==> config.mk <==
export PLATFORM = sky130hd
export DESIGN_NAME = perf_timer_bank
export DESIGN_NICKNAME = d
export VERILOG_FILES = /design/src/rtl/perf_timer_bank.sv
export SDC_FILE = /design/constraint.sdc
export NUM_CORES = 1
export LEC_CHECK = 0
export BUFFER_PORTS_ARGS = -buffer_cell sky130_fd_sc_hd__buf_2
export CAP_MARGIN = 10
export CORE_MARGIN = 4
export CORE_UTILIZATION = 46
export CTS_CLUSTER_SIZE = 28
export DETAILED_ROUTE_END_ITERATION = 8
export PLACE_DENSITY = 0.81
export SLEW_MARGIN = 20
export SYNTH_ARGS = -nofsm -noshare
export SYNTH_HDL_FRONTEND = slang
export SYNTH_SLANG_ARGS = --single-unit
==> constraint.sdc <==
create_clock -name clk -period 8.4 [get_ports clk]
set_input_delay 0.84 -clock clk [delete_from_list [all_inputs] [get_ports clk]]
set_output_delay 0.84 -clock clk [all_outputs]
set_load 0.005 [all_outputs]
==> src/rtl/perf_timer_bank.sv <==
// Memory-mapped countdown timer with free-running cycle counter and level irq.
// Optional PERF_TIMER_AUTORELOAD_EN: expiry reloads COUNT from LOAD and stays in RUN.
module perf_timer_bank #(
  parameter logic [63:0] BASE_WORD = 64'h0000_0000_2000_0000
) (
  input  logic        clk,
  input  logic        rst,
  input  logic        perf_en,
  input  logic        perf_wren,
  input  logic [63:0] perf_addr,
  input  logic [63:0] perf_data,
  output logic [63:0] rd_data,
  output logic        rd_valid,
  output logic        irq
);

  localparam logic [1:0] IDLE = 2'd0;
  localparam logic [1:0] RUN  = 2'd1;
  localparam logic [1:0] EXPD = 2'd2;

  logic [1:0]  state;
  logic [1:0]  state_n;
  logic [63:0] load;
  logic [63:0] count;
  logic [63:0] count_n;
  logic [63:0] cycle;
  logic        irq_en;
  logic        expired;
  logic        exp_set;
  logic [63:0] rd_mux;

  logic       hit;
  logic [1:0] off;
  logic       rd_hit;
  logic       wr_hit;
  logic       wr_ctrl;
  logic       start;
  logic       stop;
  logic       clr;

  assign hit     = perf_en & (perf_addr[63:2] == BASE_WORD[63:2]);
  assign off     = perf_addr[1:0];
  assign rd_hit  = hit & ~perf_wren;
  assign wr_hit  = hit & perf_wren;
  assign wr_ctrl = wr_hit & (off == 2'd0);
  assign start   = wr_ctrl & perf_data[0];
  assign stop    = wr_ctrl & perf_data[1];
  assign clr     = wr_ctrl & perf_data[3];

  // Arming with LOAD==0 goes straight to EXPIRED; COUNT takes LOAD either way.
  always_comb begin
    state_n = state;
    count_n = count;
    exp_set = 1'b0;
    case (state)
      RUN: begin
        if (stop) begin
          state_n = IDLE;
        end else if (start) begin
          count_n = load;
          if (load == 64'd0) begin
            state_n = EXPD;
            exp_set = 1'b1;
          end
        end else if (count > 64'd1) begin
          count_n = count - 64'd1;
        end else begin
          exp_set = 1'b1;
`ifdef PERF_TIMER_AUTORELOAD_EN
          count_n = load;
          if (load == 64'd0) begin
            state_n = EXPD;
          end
`else
          count_n = 64'd0;
          state_n = EXPD;
`endif
        end
      end
      IDLE, EXPD: begin
        if (stop) begin
          state_n = IDLE;
        end else if (start) begin
          count_n = load;
          if (load == 64'd0) begin
            state_n = EXPD;
            exp_set = 1'b1;
          end else begin
            state_n = RUN;
          end
        end
      end
      default: begin
        state_n = IDLE;
      end
    endcase
  end

  always_comb begin
    rd_mux = 64'd0;
    case (off)
      2'd0: rd_mux = {58'd0, state, expired, irq_en, 2'b00};
      2'd1: rd_mux = load;
      2'd2: rd_mux = count;
      2'd3: rd_mux = cycle;
      default: rd_mux = 64'd0;
    endcase
  end

  always_ff @(posedge clk or posedge rst) begin
    if (rst) begin
      state    <= IDLE;
      load     <= 64'd0;
      count    <= 64'd0;
      cycle    <= 64'd0;
      irq_en   <= 1'b0;
      expired  <= 1'b0;
      rd_data  <= 64'd0;
      rd_valid <= 1'b0;
    end else begin
      state    <= state_n;
      count    <= count_n;
      rd_valid <= rd_hit;
      rd_data  <= rd_hit ? rd_mux : 64'd0;
      // Set wins over a simultaneous write-1-clear.
      expired  <= exp_set | (expired & ~clr);
      if (wr_ctrl) begin
        irq_en <= perf_data[2];
      end
      if (wr_hit && off == 2'd1) begin
        load <= perf_data;
      end
      if (wr_hit && off == 2'd3) begin
        cycle <= perf_data;
      end else begin
        cycle <= cycle + 64'd1;
      end
    end
  end

  assign irq = expired & irq_en;

endmodule

==> impl_results.md <==
- Pins Over Slew Limit: 0
- Distinct cells, synth: 67
- Pre-CTS setup slack: 4590 ps
- Tmin final: 3330 ps
- Routed len/inst: 20.0 microns
- Post-synthesis xor/xnor area fraction: 3.95%
- Initial antenna violation count: 0
- Syn Nets: 1536
- Worst Reg2Reg Path Length in Cells: 9
- Worst setup margin: 5070 ps
- Initial drt markers: 1237
- Congestion Overflow GR: 0
- Reg2reg end: count[54]
- Die Ht: 181 microns
- NumNets Final: 1679
- Row count: 63
- Crit end category: register
- Skew final: 13.3 ps
- CTS Buf Count: 28
- CP Class: input port to register
- Post-synthesis mux area share: 9.32%
- Fraction of the yosys area taken by sequential cells: 47.5%
- Initial Util: 46.5%
- Async set or reset register ratio after synthesis: 100%
- Fraction of layout cells with a size suffix above 1: 25.2%
- Die Width: 181 microns
- Vias in the first global route: 11800
- PortBufs: 197
- Compound-Gate Fraction of Synth Area: 16.2%
- Post-Synth Adder-Cell Area: 0.273%
- Drt drc: 0
- Syn Area/Cell: 9.82 sq um
- First-pass GRT wire length: 63200 microns
- Capture point of the worst path: count[24]
- Prevailing post-synth register cell: dfrtp_1
- Num ports: 198
- Post-CTS setup buffer count: 0
- Leak: 0.00699 uW
- Setup slack, reg-to-reg: 5220 ps
- Cell area power density: 167 mW/mm^2
- Simple-Gate Fraction of Synth Area: 18.7%
- Yosys reg bits: 261
- Vias per cell: 6.14
- Post-CTS resize count: 0
- Hold Buf Count CTS: 0
- Root Buffer: clkbuf_16
- Post-synth EDFFs: 0
- Mapped Cells: 1401
- Critical Path Fanout Max: 68
- Worst endpoint data arrival time: 3760 ps
- Worst skew pair latency: 550 ps
- Final setup TNS: 0 ps
- Antenna Violating Nets Remaining: 0
- Slew headroom: 42.2%
- Start point of the critical path: perf_addr[1]
- RR Startpoint: count[0]
- CTS tree: done
- Outcome: completed
- WL final: 39000 microns
- Largest net degree at the start of global routing: 146
- Worst-path clk slew: 60 ps
- Sink Count: 261
- CP Data Required Time: 8830 ps
- Worst Hold Class: input port to asynchronous set/reset pin
- CORE AREA: 0.0296 sq mm
- Final Hold Vio Count: 0
- DR vias: 12000
- H-tree depth: 1
- CTS max path bufs: 3
- GRT Total Usage: 23.1%
- Yosys warnings: 0
- Final setup violation count: 0
- Achievable Freq: 300 MHz
- RD Place Congestion: 0.926
- Dpl hpwl: 27100 microns
- Max-cap violations: 0
- Layout area overhead: 16.0%
- Initial DRT Pass Iterations: 6
- RSZ-0062 raised after global routing: false
- Die area: 0.0327 sq mm
- Peak supply drop: 0.137 mV
- Post-Syn Area: 0.0138 sq mm
- Inserted Diodes: 0
- Worst slew pin tran: 867 ps
- Startpoint types: input port
- Largest family of logic cells by synthesized area: simple AND/OR/NAND/NOR gates
- Tcrit/Tclk final: 39.7%
flip-flops by register name, indices dropped and copies added (netlist names):
register,flops
state,2
count,64
rd_valid,1
rd_data,64
irq_en,1
load,64
expired,1
cycle,64
how the worst min path moves through the flow:
stage	from	to	slack [ps]	depth (start not counted)
6_report	rst	load[20]	390	2
5_1_grt	rst	load[20]	470	2
4_1_cts	perf_data[37]	cycle[37]	490	3
3_5_place_dp	count[37]	count[37]	520	1
3_3_place_gp	cycle[0]	cycle[0]	490	1
2_1_floorplan	cycle[0]	cycle[0]	460	1
cell usage in the layout (no fill, tap or decap), drive strengths merged, types with 24 or more instances in the layout:
cell,count
a22oi,83
nand2,134
xor2,38
xnor2,24
nor3,43
nand3,26
buf,212
nor2,118
o2bb2ai,31
nand4,33
o21ai,131
mux2,105
clkbuf,37
inv,32
dfrtp,261
nor4,59
Yosys cell counts (3+ instances only):
| library cell | n | share of area, % |
|---|---|---|
| xnor2_1 | 24 | 1.5 |
| clkbuf_2 | 3 | 0.11 |
| a22o_1 | 3 | 0.19 |
| buf_2 | 18 | 0.66 |
| nor3_1 | 42 | 1.5 |
| o211ai_1 | 5 | 0.27 |
| o22ai_1 | 10 | 0.45 |
| and3_1 | 15 | 0.68 |
| nand3_1 | 26 | 0.95 |
| o21ai_1 | 6 | 0.22 |
| a21oi_1 | 23 | 0.84 |
| nand4_1 | 30 | 1.4 |
| mux4_2 | 4 | 0.66 |
| o2bb2ai_1 | 31 | 2.0 |
| a221o_1 | 6 | 0.44 |
| nor4_1 | 55 | 2.5 |
| nor2_1 | 115 | 3.1 |
| and2_1 | 6 | 0.27 |
| or4_1 | 12 | 0.66 |
| mux2_2 | 105 | 8.6 |
| nor4b_1 | 3 | 0.19 |
| clkbuf_1 | 73 | 2.0 |
| or3_1 | 18 | 0.82 |
| dfrtp_1 | 261 | 47 |
| o31a_1 | 4 | 0.25 |
| nand2b_1 | 3 | 0.14 |
| nor2b_1 | 5 | 0.23 |
| nand2_1 | 133 | 3.6 |
| o21ai_0 | 125 | 4.5 |
| nand4_2 | 3 | 0.27 |
| inv_1 | 32 | 0.87 |
| a32oi_1 | 21 | 1.3 |
| a21o_1 | 3 | 0.16 |
| ha_1 | 3 | 0.27 |
| xor2_1 | 38 | 2.4 |
| a22oi_1 | 83 | 4.5 |
| and4_1 | 11 | 0.70 |
per-layer routing:
metal	up-vias	share of wire (%)	global-route usage, %
met5	-	0	0
li1	5474	-	-
met3	108	7.7	3.44
met4	0	3.3	7.20
met1	5846	40	31.5
met2	587	49	38.5
metrics by stage:
step	utilization, %	hold slack, ps	instance area, sq um	power, uW	std cells
6_report	54.0	391	16000	2670	1956
2_1_floorplan	-	460	13800	1320	1401
4_1_cts	53.9	491	15900	2690	1955
3_3_place_gp	50.5	488	14900	1370	1903
5_1_grt	54.0	471	16000	2760	1956
3_5_place_dp	50.5	519	14900	1380	1903
final cells by class:
type | count | area [sq um]
clock buffer | 37 | 806
tap | 390 | 488
inverter | 32 | 133
clock inverter | 15 | 191
multi-input combinational | 1009 | 6690
fill | 2557 | 13600
sequential | 261 | 6530
timing repair buffer | 212 | 1120
worst max-delay path, cell delays in order:
cell and delay [ps]:
buf_2 70, buf_4 580, nand2b_1 210, or4_1 190, o21ai_1 80, buf_4 230, nor2_4 460, buf_4 490
nand2_1 230, o311ai_0 330
logic make-up (layout without fill, tap and decap cells):
logic type | Yosys count | count (layout)
AO/OA/AOI/OAI | 337 | 337
XOR/XNOR | 62 | 62
adder cells (fa/ha/maj) | 3 | 3
buffers and inverters | 131 | 296
flip-flops | 261 | 261
multiplexers | 110 | 110
AND/OR/NAND/NOR | 497 | 497
where the power goes:
part	internal (uW)	leakage (uW)	total (uW)	switching [uW]
clock	799	0.000490	1320	522
sequential	1260	0.00354	1260	0
combinational	32.6	0.00295	94.5	61.8
Note: power is estimated with default switching activity, not from simulation.
